[src/rtl/debug_step_ctrl.sv]
// debug_step_ctrl: debug stepper driving a pipeline clock enable.
// Supports free run, halt, N-cycle stepping, a cycle-counter breakpoint
// and a snapshot of the debug buses taken on every halt entry.
module debug_step_ctrl #(
    parameter int CNT_WIDTH  = 16,
    parameter int STEP_WIDTH = 8,
    parameter int DEBUG_SIZE = 4,
    parameter int DATA_WIDTH = 16
) (
    input  logic                             phy_clk,
    input  logic                             reset_n,
    input  logic                             debug_enable,
    input  logic                             step_req,
    input  logic [STEP_WIDTH-1:0]            step_count,
    input  logic                             bp_enable,
    input  logic [CNT_WIDTH-1:0]             bp_value,
    input  logic [DEBUG_SIZE*DATA_WIDTH-1:0] debug_in,
    output logic                             sys_ce,
    output logic [CNT_WIDTH-1:0]             clock_counter,
    output logic                             halted,
    output logic                             bp_hit,
    output logic                             snap_valid,
    output logic [DEBUG_SIZE*DATA_WIDTH-1:0] debug_snap
);

    typedef enum logic [1:0] {
        HALT = 2'd0,
        RUN  = 2'd1,
        STEP = 2'd2
    } state_t;

    state_t                          state_q, state_d;
    logic [CNT_WIDTH-1:0]            cnt_q, cnt_d;
    logic [STEP_WIDTH-1:0]           rem_q, rem_d;
    logic                            bp_hit_q, bp_hit_d;
    logic                            snap_valid_q, snap_valid_d;
    logic [DEBUG_SIZE*DATA_WIDTH-1:0] snap_q, snap_d;
    logic                            sync1_q, sync2_q, sync3_q;

    logic                            step_edge;
    logic [CNT_WIDTH-1:0]            cnt_inc;
    logic                            bp_match;
    logic                            run_en;

    assign run_en    = (state_q != HALT);
    assign step_edge = sync2_q & ~sync3_q;
    assign cnt_inc   = cnt_q + {{(CNT_WIDTH-1){1'b0}}, 1'b1};
    // Fires only when the counter is about to step onto bp_value, so a
    // step taken while sitting on the breakpoint cannot re-trigger it.
    assign bp_match  = bp_enable && (cnt_inc == bp_value);

    // Synchronise the host step request and keep a delayed copy for edge detect.
    always_ff @(posedge phy_clk or negedge reset_n) begin
        if (!reset_n) begin
            sync1_q <= 1'b0;
            sync2_q <= 1'b0;
            sync3_q <= 1'b0;
        end else begin
            sync1_q <= step_req;
            sync2_q <= sync1_q;
            sync3_q <= sync2_q;
        end
    end

    // Next-state, step counter, breakpoint flag and snapshot decisions.
    always_comb begin
        state_d      = state_q;
        rem_d        = rem_q;
        bp_hit_d     = bp_hit_q;
        snap_valid_d = snap_valid_q;
        snap_d       = snap_q;
        cnt_d        = run_en ? cnt_inc : cnt_q;

        unique case (state_q)
            HALT: begin
                if (!debug_enable) begin
                    state_d  = RUN;
                    bp_hit_d = 1'b0;
                end else if (step_edge) begin
                    state_d  = STEP;
                    rem_d    = (step_count == '0) ? STEP_WIDTH'(1) : step_count;
                    bp_hit_d = 1'b0;
                end
            end
            RUN: begin
                if (debug_enable) begin
                    state_d = HALT;
                end else if (bp_match) begin
                    state_d  = HALT;
                    bp_hit_d = 1'b1;
                end
            end
            STEP: begin
                rem_d = rem_q - STEP_WIDTH'(1);
                if (!debug_enable) begin
                    state_d = RUN;
                    rem_d   = '0;
                end else if (bp_match) begin
                    state_d  = HALT;
                    bp_hit_d = 1'b1;
                    rem_d    = '0;
                end else if (rem_q == STEP_WIDTH'(1)) begin
                    state_d = HALT;
                end
            end
            default: state_d = HALT;
        endcase

        // Capture the debug buses on halt entry; invalidate on leaving halt.
        if (state_q != HALT && state_d == HALT) begin
            snap_d       = debug_in;
            snap_valid_d = 1'b1;
        end else if (state_q == HALT && state_d != HALT) begin
            snap_valid_d = 1'b0;
        end
    end

    // State and datapath registers; reset parks the controller in HALT.
    always_ff @(posedge phy_clk or negedge reset_n) begin
        if (!reset_n) begin
            state_q      <= HALT;
            cnt_q        <= '0;
            rem_q        <= '0;
            bp_hit_q     <= 1'b0;
            snap_valid_q <= 1'b0;
            snap_q       <= '0;
        end else begin
            state_q      <= state_d;
            cnt_q        <= cnt_d;
            rem_q        <= rem_d;
            bp_hit_q     <= bp_hit_d;
            snap_valid_q <= snap_valid_d;
            snap_q       <= snap_d;
        end
    end

    assign sys_ce        = run_en;
    assign clock_counter = cnt_q;
    assign halted        = (state_q == HALT);
    assign bp_hit        = bp_hit_q;
    assign snap_valid    = snap_valid_q;
    assign debug_snap    = snap_q;

endmodule

[config.mk]
export PLATFORM = sky130hd
export DESIGN_NAME = debug_step_ctrl
export DESIGN_NICKNAME = d
export VERILOG_FILES = /design/src/rtl/debug_step_ctrl.sv
export SDC_FILE = /design/constraint.sdc
export NUM_CORES = 1
export LEC_CHECK = 0
export BUFFER_PORTS_ARGS = -buffer_cell sky130_fd_sc_hd__buf_4
export CORE_MARGIN = 2
export CORE_UTILIZATION = 40
export CTS_CLUSTER_SIZE = 16
export DETAILED_ROUTE_END_ITERATION = 10
export PLACE_DENSITY = 0.67
export SLEW_MARGIN = 40
export SYNTH_ARGS = -nofsm -noshare
export SYNTH_HDL_FRONTEND = slang
export SYNTH_SLANG_ARGS = --single-unit
export TNS_END_PERCENT = 10
[constraint.sdc]
create_clock -name phy_clk -period 4.4 [get_ports phy_clk]
set_input_delay 0.22 -clock phy_clk [delete_from_list [all_inputs] [get_ports phy_clk]]
set_output_delay 0.22 -clock phy_clk [all_outputs]
set_load 0.01 [all_outputs]
== Yosys cells after proc, flatten, opt, wreduce, memory -nomap -nowiden ==
Index checks and enable logic that the tools add are counted.
Word-level totals
  flip-flop bits (word level): 95
  input bits: 93
  output and inout port bits: 84
  word-level logic and storage cells: 57
Cells by class
  $add $sub $neg: 2
  equal/unequal tests: 9
  multiplexer cells: 22
  bitwise operators: 2
  reductions and logical operators: 13
Operators with widths (number)
  2-to-1 mux 8 bit: 5
  adder 16 x 1 -> 16 bit (second input constant): 1
  equality test 16 bit: 1
  one-hot mux 8 bit (2 select lines): 1
  2-to-1 mux 2 bit: 7
  equality test 8 x 1 -> 1 bit (second input constant): 1
  zero test 8 bit: 1
  nonzero test 2 bit: 4
  subtractor 8 x 1 -> 8 bit (second input constant): 1
  2-to-1 mux 1 bit: 7
  inequality test 2 bit (second input constant): 3
  one-hot mux 2 bit (3 select lines): 1
  zero test 2 bit: 2
  AND reduction 4 bit: 1
  logical AND 1 bit: 3
  inequality test 3 x 2 -> 1 bit (second input constant): 1
  one-hot mux 1 bit (3 select lines): 1
  AND reduction 3 bit: 1
  nonzero test 3 bit: 1
  equality test 2 x 1 -> 1 bit (second input constant): 1
  equality test 2 bit (second input constant): 1
  inequality test 2 x 1 -> 1 bit (second input constant): 1
  AND 1 bit: 1
  NOT 1 bit: 1

== Longest topological paths before layout ==
Gate-level depths: netlist of run 1.
  depth in word-level cells: 10
  depth in mapped cells: 15
  gate-level depth less buffers: 10

== Worst setup path after synthesis of run 1 ==
No wires, ideal clock.
  path kind: reg-to-reg
  start: reg cnt_q[0], in the netlist clock_counter[0]
  end: reg snap_q[0], in the netlist debug_snap[0]
  library setup time: 0.125 ns
  arrival time: 3.809 ns
  required time: 4.275 ns
  setup slack: 0.466 ns
  cell stages (with the launch flop): 15
  path buffers: 4
  period minus slack after synthesis: 3.934 ns
  cells stage by stage: dfrtp_1 > ha_1 > xor2_1 > nor2_1 > nand4_1 > or4_1 > or4_1 > buf_2 > buf_2 > nand2_1 > a31o_1 > ha_1 > clkbuf_1 > clkbuf_1 > mux2_2
On the way
  cells in the longest elaborated chain, start to end: 8
  elaborated cells between the ends (all ways): 10
  classes of those cells: 1 x add/sub; 1 x eq/ne; 5 x mux; 3 x reduce/logical
RTL lines
  start, declared: RTL line 33  | logic [CNT_WIDTH-1:0] cnt_q, cnt_d;
  start signal, assigned: RTL line 129  | cnt_q <= cnt_d;
  adder 16 x 1 -> 16 bit (*): RTL line 47  | assign cnt_inc = cnt_q + {{(CNT_WIDTH-1){1'b0}}, 1'b1};
  net cnt_inc[1]: RTL line 41  | logic [CNT_WIDTH-1:0] cnt_inc;
  equality test 16 bit (*): RTL line 50  | assign bp_match = bp_enable && (cnt_inc == bp_value);
  logical AND 1 bit (*): RTL line 50
  2-to-1 mux 2 bit, on equally long branches: RTL line 98, 88
  2-to-1 mux 2 bit, on equally long branches: RTL line 95, 86
  one-hot mux 2 bit (3 select lines) (*): RTL line 74  | unique case (state_q)
  zero test 2 bit (*): RTL line 110  | if (state_q != HALT && state_d == HALT) begin
  logical AND 1 bit (*): RTL line 110
  end signal, assigned: RTL line 133  | snap_q <= snap_d;
  end, declared: RTL line 37  | logic [DEBUG_SIZE*DATA_WIDTH-1:0] snap_q, snap_d;
Mark *: on every way through the listed nets, which the timed path passes. The rest lies on a longest branch.
A chain may end at the register's enable or synchronous reset.

== Worst setup path in the final report of run 1 ==
  start: reg cnt_q[0], in the netlist clock_counter[0]
  end: reg snap_q[40], in the netlist debug_snap[40]
On the way
  cells in the longest elaborated chain, start to end: 8
  elaborated cells between the ends (all ways): 10
  classes of those cells: 1 x add/sub; 1 x eq/ne; 5 x mux; 3 x reduce/logical
RTL lines (RTL line)
  adder 16 x 1 -> 16 bit (*): 47
  equality test 16 bit (*): 50
  logical AND 1 bit (*): 50
  2-to-1 mux 2 bit, on equally long branches: 98, 88
  2-to-1 mux 2 bit, on equally long branches: 95, 86
  one-hot mux 2 bit (3 select lines) (*): 74
  zero test 2 bit (*): 110
  logical AND 1 bit (*): 110
Every way passes the cells marked *; elsewhere a longest branch is shown, timed or not.

==> results of run 1 <==
metal layers:
metal  track usage [%]  vias up  routed length [µm]
li1                  -     1758                   -
met1             23.50     1779                4795
met2             31.14      137                5639
met3             8.873        9                1109
met4             4.938        0                 104
met5                 0        -                   0
stage by stage:
stage               setup slack, ps  std cells
finish                        788.3        708
global route                  492.5        708
CTS                           777.2        708
detailed placement            755.3        691
global placement              828.3        691
floorplan                     466.5        390
state kept, by name, indices dropped and copies added, names as in the netlist:
name and flops:
debug_snap 64, sync3_q 1, sync2_q 1, sync1_q 1, clock_counter 16, rem_q 8
snap_valid 1, state_q 2, bp_hit 1
what timing repair did:
action | 4_1_cts | 5_1_grt
hold endpoints to repair | 45 | 0
buffers inserted | 0 | 0
hold buffers | 2 | 0
gates resized for setup | 0 | 0
final cells by class:
class | count | area [µm²] | area share [%]
Multi-Input combinational cell | 263 | 2086 | 32.96
Tap cell | 143 | 178.9 | 2.828
Clock inverter | 4 | 31.28 | 0.4944
Clock buffer | 11 | 232.7 | 3.678
Sequential cell | 95 | 2377 | 37.57
Inverter | 10 | 37.54 | 0.5932
Timing Repair Buffer | 182 | 1384 | 21.87
cells by family (layout without fill, tap and decap cells):
group,count (synthesis),in the layout
xor gates and xnor gates,30,30
DFF,95,95
and+or+nand+nor,100,100
muxes,66,66
buffers and inverters,32,207
adders and majority gates,9,9
AOI/OAI and AO/OA,58,58
cell usage in the layout, fill, tap and decap left out, drive strengths merged, types with 4 or more instances in the layout:
cell type and count:
buf 180, o21ai 8, xor2 14, nor4 5, nand4 9, nand3 14, dfrtp 95, a31oi 5
nor3 10, mux2 66, and3 8, clkbuf 11, ha 9, a21oi 14, nand2 14, nor2b 4
nor2 14, xnor2 16, inv 11
power by group through the flow:
stage | Combinational (W) | Clock, W | Sequential [W]
floorplan | 0.00104 | 0 | 0.00165
global placement | 0.00196 | 0 | 0.00153
detailed placement | 0.00201 | 0 | 0.00155
CTS | 0.00201 | 0.000740 | 0.00155
global route | 0.00215 | 0.000785 | 0.00160
finish | 0.00197 | 0.000713 | 0.00154
worst min path at each step:
| stage | start | to | depth (start not counted) |
|---|---|---|---|
| after global placement | reset_n | clock_counter[7]$_DFFE_PN0N_ | 1 |
| after global routing | debug_in[54] | debug_snap[54]$_DFFE_PN0P_ | 2 |
| after floorplan | reset_n | bp_hit$_DFFE_PN0P_ | 0 |
| final | debug_in[33] | debug_snap[33]$_DFFE_PN0P_ | 2 |
| after CTS | debug_in[60] | debug_snap[60]$_DFFE_PN0P_ | 2 |
| after detailed placement | reset_n | clock_counter[7]$_DFFE_PN0N_ | 1 |
==> impl_metrics.json, run 1 <==
{
  "internal_power_w": 0.002766,
  "dieArea_mm2": 0.01241,
  "leakagePower_nw": 2.925,
  "dr.pass1.iters": 4,
  "antenna_cells": 0,
  "ys.flop_type": "dfrtp_1",
  "finalCritPeriodShare_pct": 82.08,
  "timing.fmax_mhz": 276.9,
  "avgSynthCellArea_um2": 11.84,
  "arrival_ps": 3840,
  "ys_seq_area_share_pct": 51.50,
  "start_util_pct": 40.77,
  "clockBufferDepth": 2,
  "r2r-start": "clock_counter[0]$_DFFE_PN0N_",
  "clkPwrFrac_pct": 16.9,
  "dr_total_vias": 3683,
  "final_layout_size_suffix_gt1_share_pct": 46.90,
  "switching_power_w": 0.001460,
  "design_area_mm2": 0.006327,
  "clk_root_buffer_cell": "clkbuf_16",
  "grt_pass1_vias": 3898,
  "p_comb_share_pct": 46.7,
  "power_w": 0.004226,
  "endpoint": "debug_snap[40]$_DFFE_PN0P_",
  "utilization_pct": 55.89,
  "drt_wl_total_um": 11650,
  "reg2reg_to": "debug_snap[40]$_DFFE_PN0P_",
  "yosys.area.top_type_share_pct": 51.50,
  "postPlaceCellArea_mm2": 0.006043,
  "drtIter0Drc": 208,
  "drc_errors": 0,
  "clkSinkCount": 95,
  "ys_warn_count": 0,
  "synth.distinct_cells": 54,
  "endpoint_kind": "register",
  "crit_required_ps": 4630,
  "synth_top_cell_by_area": "dfrtp_1",
  "ys_ff_latch": 95,
  "max_cap_viol_count": 0,
  "insertion_delay_ps": 340,
  "fin_skew_ps": 8.258,
  "yosysMostFrequentCell": "dfrtp_1",
  "rsz0062_at_grt": "false",
  "status": "completed",
  "crit_family": "simple AND/OR/NAND/NOR gates",
  "r2r_setup_slack_ps": 790,
  "die_h_um": 111.4,
  "globalRouteOverflowTotal": 0,
  "grt_pass1_wl_um": 19460,
  "core_mm2": 0.01132,
  "cts.clk_slew.worst_paths_ps": 70,
  "crit_fanout": 65,
  "synth_edf_count": 0,
  "fp.dieW_um": 111.4,
  "rows": 39,
  "final_antenna_net_count": 0,
  "antenna_found_initial": 0,
  "syn2layout_area_growth_pct": 37.08,
  "wl_per_cell_um": 16.45,
  "htreeDepth": 3,
  "crit_chain": "ha_1, and3_1, and3_1, o221ai_1, or4_1, or4_1, nand2_1, a31o_1, ha_2, buf_12, mux2_2",
  "synth_top_family_by_area": "multiplexers",
  "synthXorXnorAreaFrac_pct": 5.693,
  "hold_class": "input port to register",
  "avgViaCountPerCell": 5.202,
  "crit_slowest_cell": "or4_1",
  "synth_compound_area_share_pct": 8.702,
  "dpl.hpwl_um": 8471,
  "crit_type": "register to register",
  "tightest_slew_ps": 707.5,
  "finalSetupTns_ps": 0,
  "peakVddDrop_uv": 430.9,
  "io_buffers": 176,
  "synth-async-reset-ratio_pct": 100.0,
  "power_frac_seq_pct": 36.5,
  "syn_inst": 390,
  "netlist_area_mm2": 0.004616,
  "reg2reg_depth": 11,
  "grt.total_usage_pct": 19.25,
  "hold-worst-slack_ps": 105.6,
  "crit_path_start": "clock_counter[0]$_DFFE_PN0N_",
  "grt_max_degree": 66,
  "fin_nets": 663,
  "period_needed_ps": 3612,
  "ios": 177,
  "synth-simple-area-share_pct": 12.06,
  "cp_num_buf_inv": 1,
  "synth_fa_ha_area_share_pct": 2.440,
  "slowest_delay_ps": 560,
  "gp_congestion": 0.8490,
  "synth.area.top_cells": "dfrtp_1, mux2_2, xnor2_1, xor2_1, ha_1",
  "setup_violations": 0,
  "fillers": 985,
  "synth.area.mux_share_pct": 16.10,
  "syn_nets": 492,
  "swShare_pct": 34.55,
  "numCtsBuffers": 9,
  "cts_tree": "yes",
  "p_per_area_mw_per_mm2": 667.9,
  "hold_viol_final": 0,
  "cp_num_cells": 11,
  "max_slew_margin_pct": 52.83,
  "yosys-top-cells-count": "dfrtp_1, mux2_2, xnor2_1",
  "crit_path_start_kind": "register",
  "maxSlewViolCount": 0
}
(Power assumes the default switching activity.)
==> inputs of run 2 (changes only) <==
--- a/config.mk
+++ b/config.mk
@@ -10,7 +10,7 @@
 export CORE_UTILIZATION = 40
 export CTS_CLUSTER_SIZE = 16
 export DETAILED_ROUTE_END_ITERATION = 10
-export PLACE_DENSITY = 0.67
+export PLACE_DENSITY = 0.7
 export SLEW_MARGIN = 40
 export SYNTH_ARGS = -nofsm -noshare
 export SYNTH_HDL_FRONTEND = slang
==> constraint.sdc (replaced) <==
create_clock -name phy_clk -period 3.2 [get_ports phy_clk]
set_input_delay 0.16 -clock phy_clk [delete_from_list [all_inputs] [get_ports phy_clk]]
set_output_delay 0.16 -clock phy_clk [all_outputs]
set_load 0.01 [all_outputs]
==> run 2 against run 1 <==
Against the previous run:
- combinational power increased by 71%
- largest power group unchanged
- clock power increased by 44%
- highest routed layer unchanged
- critical path type unchanged
- core utilization increased by 4.5 points
- critical path depth unchanged
==> impl_metrics.json, run 2 (synthesis results as in run 1) <==
{
  "maxSlewViolCount": 0,
  "arrival_ps": 3400,
  "grt_pass1_wl_um": 19540,
  "grt.total_usage_pct": 19.42,
  "drc_errors": 0,
  "timing.fmax_mhz": 314.7,
  "antenna_found_initial": 0,
  "start_util_pct": 40.77,
  "p_comb_share_pct": 51.9,
  "layout.cells.most_common_list": "buf_4, dfrtp_1, mux2_2",
  "core_mm2": 0.01132,
  "clkPwrFrac_pct": 15.8,
  "power_w": 0.006504,
  "crit_type": "register to register",
  "rows": 39,
  "drt_wl_total_um": 12660,
  "crit_path_start_kind": "register",
  "max_cap_viol_count": 0,
  "clockBufferDepth": 2,
  "utilization_pct": 60.38,
  "peakVddDrop_uv": 506.3,
  "setup_violations": 0,
  "fillers": 942,
  "design_area_mm2": 0.006835,
  "insertion_delay_ps": 340,
  "final_antenna_net_count": 0,
  "ios": 177,
  "io_buffers": 176,
  "rsz0062_at_grt": "true",
  "r2r-start": "clock_counter[3]$_DFFE_PN0N_",
  "grt_pass1_vias": 3964,
  "hold_viol_final": 0,
  "clk_root_buffer_cell": "clkbuf_16",
  "dpl.hpwl_um": 9012,
  "antenna_cells": 0,
  "tightest_slew_ps": 572.8,
  "crit_fanout": 9,
  "switching_power_w": 0.002195,
  "avgViaCountPerCell": 5.294,
  "final_layout_size_suffix_gt1_share_pct": 52.15,
  "power_frac_seq_pct": 32.3,
  "dieArea_mm2": 0.01241,
  "fin_cells": 749,
  "dr_total_vias": 3965,
  "numCtsBuffers": 9,
  "cts.clk_slew.worst_paths_ps": 70,
  "period_needed_ps": 3177,
  "swShare_pct": 33.75,
  "fin_nets": 703,
  "p_per_area_mw_per_mm2": 951.5,
  "crit_path_start": "clock_counter[3]$_DFFE_PN0N_",
  "finalCritPeriodShare_pct": 99.29,
  "dr.pass1.iters": 4,
  "postPlaceCellArea_mm2": 0.006282,
  "setup_slack_ps": 22.76,
  "drtIter0Drc": 167,
  "htreeDepth": 3,
  "fp.dieW_um": 111.4,
  "hold_class": "input port to register",
  "max_slew_margin_pct": 61.81,
  "clkSinkCount": 95,
  "globalRouteOverflowTotal": 0,
  "layout_commonest_cell": "buf_4",
  "gp_congestion": 0.8815,
  "grt_max_degree": 62,
  "syn2layout_area_growth_pct": 48.09,
  "internal_power_w": 0.004309,
  "hold_start": "debug_in[52]",
  "leakagePower_nw": 3.211,
  "dp.cells": 720,
  "largest_reg_flops": 64,
  "status": "completed",
  "wl_per_cell_um": 16.90,
  "die_h_um": 111.4,
  "cts_tree": "yes",
  "dp_slack_ps": -72.28,
  "crit_required_ps": 3430,
  "endpoint_kind": "register",
  "fin_skew_ps": 5.686
}
[run 2: metal layers]
layer / wire length (µm) / vias to the layer above / global-route usage, %
met5: 0 / - / 0
met1: 5481 / 1951 / 25.42
met3: 694 / 22 / 4.137
met4: 279 / 0 / 8.148
li1: - / 1850 / -
met2: 6206 / 142 / 31.50
[run 2: layout make-up]
cell class / instances / area, µm² / share of cell area [%]
sequential: 95 / 2381 / 34.83
multi-input combinational: 263 / 2163 / 31.65
clock buffer: 12 / 256.5 / 3.753
clock inverter: 4 / 30.03 / 0.4393
inverter: 10 / 37.54 / 0.5491
timing repair buffer: 222 / 1788 / 26.16
tap: 143 / 178.9 / 2.618
[run 2: critical path: stages (launching register included)]
cell     delay, ps
dfrtp_1        490
and4_4         300
nand4_1        120
xnor2_1        170
or4_1          470
or4_4          440
nand2_2         80
a31o_1         180
ha_4           180
buf_8          140
buf_12         140
mux2_2         340
[run 2: what timing repair did]
item,CTS,global route
hold buffers,2,0
setup endpoints to repair,64,64
pin swaps,0,2
buffers inserted,0,5
resized for setup,2,24
cloned,0,6
hold endpoints to repair,60,0
[run 2: worst paths after layout]
path	to	slack [ps]	cells past startpoint
max	debug_snap[23]$_DFFE_PN0P_	20	11
min	debug_snap[52]$_DFFE_PN0P_	50	2
max reg2reg	debug_snap[23]$_DFFE_PN0P_	20	11
min reg2reg	sync2_q$_DFF_PN0_	350	0
max in group asynchronous	debug_snap[22]$_DFFE_PN0P_	2170	3
min in group asynchronous	clock_counter[3]$_DFFE_PN0N_	340	2
[run 2: stage by stage]
step | hold WS (ps) | TNS (ps)
CTS | 40.24 | 0
detailed placement | 271.1 | -2610
global route | 41.41 | -5882
global placement | 270.4 | 0
floorplan | -135.6 | -6369
finish | 50.53 | 0
[run 2: power groups by stage]
stage / logic [W] / clock network (W) / registers (W)
detailed placement: 0.00295 / 0 / 0.00211
global placement: 0.00287 / 0 / 0.00208
global route: 0.00361 / 0.00110 / 0.00217
CTS: 0.00298 / 0.00105 / 0.00210
finish: 0.00337 / 0.00103 / 0.00210
floorplan: 0.00167 / 0 / 0.00227
==> inputs of run 3 (changes only) <==
--- a/config.mk
+++ b/config.mk
@@ -7,10 +7,11 @@
 export LEC_CHECK = 0
 export BUFFER_PORTS_ARGS = -buffer_cell sky130_fd_sc_hd__buf_4
 export CORE_MARGIN = 2
-export CORE_UTILIZATION = 40
+export CORE_UTILIZATION = 44
 export CTS_CLUSTER_SIZE = 16
 export DETAILED_ROUTE_END_ITERATION = 10
-export PLACE_DENSITY = 0.7
+export PLACE_DENSITY = 0.76
+export SETUP_SLACK_MARGIN = 0.2
 export SLEW_MARGIN = 40
 export SYNTH_ARGS = -nofsm -noshare
 export SYNTH_HDL_FRONTEND = slang
==> run 3 against run 2 <==
Against the previous run:
- die area is 8.8% lower
- register-to-register slack better by 20 ps
- sequential share of layout area is 0.15 points higher
- cell count is 1.7% lower
- maximum frequency is 0.59% higher
- sequential power hardly changed
- largest cell class unchanged
- first-iteration DRC count is 40% higher
- worst hold slack worse by 23 ps
- global-route usage is 1.4 points higher
==> impl_metrics.json, run 3 (synthesis results as in run 1) <==
{
  "status": "completed",
  "fin_cells": 736,
  "cts.clk_slew.worst_paths_ps": 120,
  "drtIter0Drc": 233,
  "fin_skew_ps": 22.42,
  "maxSlewViolCount": 0,
  "finalCritPeriodShare_pct": 98.70,
  "crit_fanout": 6,
  "max_cap_viol_count": 0,
  "clk_root_buffer_cell": "clkbuf_8",
  "grt_max_degree": 43,
  "fp.dieW_um": 106.4,
  "rsz0062_at_grt": "true",
  "dpl.hpwl_um": 9094,
  "setup_violations": 0,
  "layout.cells.most_common_list": "buf_4, dfrtp_1, mux2_4",
  "arrival_ps": 3390,
  "hold_viol_final": 0,
  "htreeDepth": 3,
  "antenna_cells": 0,
  "grt_pass1_wl_um": 18960,
  "final_layout_size_suffix_gt1_share_pct": 51.50,
  "insertion_delay_ps": 350,
  "leakagePower_nw": 3.237,
  "tightest_slew_ps": 711.6,
  "finalSetupTns_ps": 0,
  "avgViaCountPerCell": 5.382,
  "fin_nets": 697,
  "dieArea_mm2": 0.01133,
  "fillers": 794,
  "period_needed_ps": 3159,
  "timing.fmax_mhz": 316.6,
  "slowest_delay_ps": 490,
  "drc_errors": 0,
  "peakVddDrop_uv": 500.4,
  "endpoint_kind": "register",
  "dp.cells": 708,
  "layout_commonest_cell": "buf_4",
  "gp_congestion": 0.8911,
  "clkSinkCount": 95,
  "globalRouteOverflowTotal": 0,
  "ios": 177,
  "grt.total_usage_pct": 20.82,
  "rows": 37,
  "crit_slowest_cell": "or4_1",
  "crit_chain": "ha_4, xor2_1, nor2_1, nand4_1, or4_1, or4_4, nand2_2, a31o_1, ha_4, buf_4, clkbuf_16, mux2_2",
  "largest_reg_flops": 64,
  "dr_total_vias": 3961,
  "crit_required_ps": 3430,
  "hold-worst-slack_ps": 27.13,
  "drt_wl_total_um": 13190,
  "final_antenna_net_count": 0,
  "antenna_found_initial": 0,
  "clockBufferDepth": 2,
  "start_util_pct": 44.91,
  "numCtsBuffers": 9,
  "hold_class": "input port to register",
  "grt_pass1_vias": 3829,
  "cp_common_cell": "ha_4",
  "crit_path_start_kind": "register",
  "p_per_area_mw_per_mm2": 961.3,
  "max_slew_margin_pct": 52.56,
  "die_h_um": 106.4,
  "core_mm2": 0.01028,
  "cts_tree": "yes",
  "io_buffers": 176,
  "crit_type": "register to register",
  "wl_per_cell_um": 17.93,
  "syn2layout_area_growth_pct": 47.44,
  "dr.pass1.iters": 4
}
## run 3: per-stage QoR
step | power (W) | utilization, % | area, µm² | worst slack, ps
final | 0.006542 | 66.22 | 6805 | 41.45
after global routing | 0.006915 | 66.22 | 6805 | -68.23
after CTS | 0.005983 | 63.36 | 6511 | 48.93
after detailed placement | 0.005053 | 60.68 | 6236 | 4.176
after global placement | 0.004930 | 60.68 | 6236 | 56.09
after floorplan | 0.003940 | - | 4785 | -119.7
## run 3: layout make-up
type,count,area [µm²],area share [%]
Timing Repair Buffer,216,1760,25.87
Clock buffer,9,123.9,1.820
Inverter,10,41.29,0.6067
Multi-Input combinational cell,263,2238,32.89
Tap cell,136,170.2,2.500
Sequential cell,95,2381,34.99
Clock inverter,7,90.09,1.324
## run 3: repair_timing
| action | CTS | global route |
|---|---|---|
| pin swaps | 0 | 1 |
| cloned | 1 | 6 |
| setup buffers | 0 | 3 |
| endpoints found under the hold margin | 41 | 0 |
| gates resized for setup | 3 | 42 |
| endpoints found under the setup margin | 64 | 65 |
| hold buffers | 2 | 0 |
## run 3: final timing paths
| path | from | endpoint | slack [ps] | depth (start not counted) |
|---|---|---|---|---|
| setup / recovery | clock_counter[1]$_DFFE_PN0N_ | debug_snap[12]$_DFFE_PN0P_ | 40 | 12 |
| hold / removal | debug_in[60] | debug_snap[60]$_DFFE_PN0P_ | 30 | 2 |
| setup reg to reg | clock_counter[1]$_DFFE_PN0N_ | debug_snap[12]$_DFFE_PN0P_ | 40 | 12 |
| hold reg to reg | sync1_q$_DFF_PN0_ | sync2_q$_DFF_PN0_ | 370 | 0 |
| max in group asynchronous | reset_n | debug_snap[54]$_DFFE_PN0P_ | 2070 | 3 |
| min in group asynchronous | reset_n | debug_snap[40]$_DFFE_PN0P_ | 340 | 2 |
## run 3: metal layers
layer  share of wire, %  GRT usage [%]  up-vias  wire length [µm]
li1                   -              -     1833                 -
met1                 41          26.44     1933              5471
met2                 51          36.26      179              6695
met3                6.2          3.985       16               818
met4                1.6          5.937        0               208
met5                  0              0        -                 0
## run 3: power breakdown
part           internal [W]  leakage [nW]  switching, W
Clock              0.000381         0.106      0.000456
Sequential          0.00174          1.15      0.000349
Combinational       0.00214          1.99       0.00148
## run 3: critical path: cells and delay by family, from the launching register on
| kind | cells | cell delay [ps] |
|---|---|---|
| flip-flops | 1 | 440 |
| AND/OR/NAND/NOR | 5 | 1220 |
| adder cells (fa/ha/maj) | 2 | 400 |
| buffers and inverters | 2 | 290 |
| multiplexers | 1 | 340 |
| XOR/XNOR | 1 | 150 |
| AO/OA/AOI/OAI | 1 | 190 |
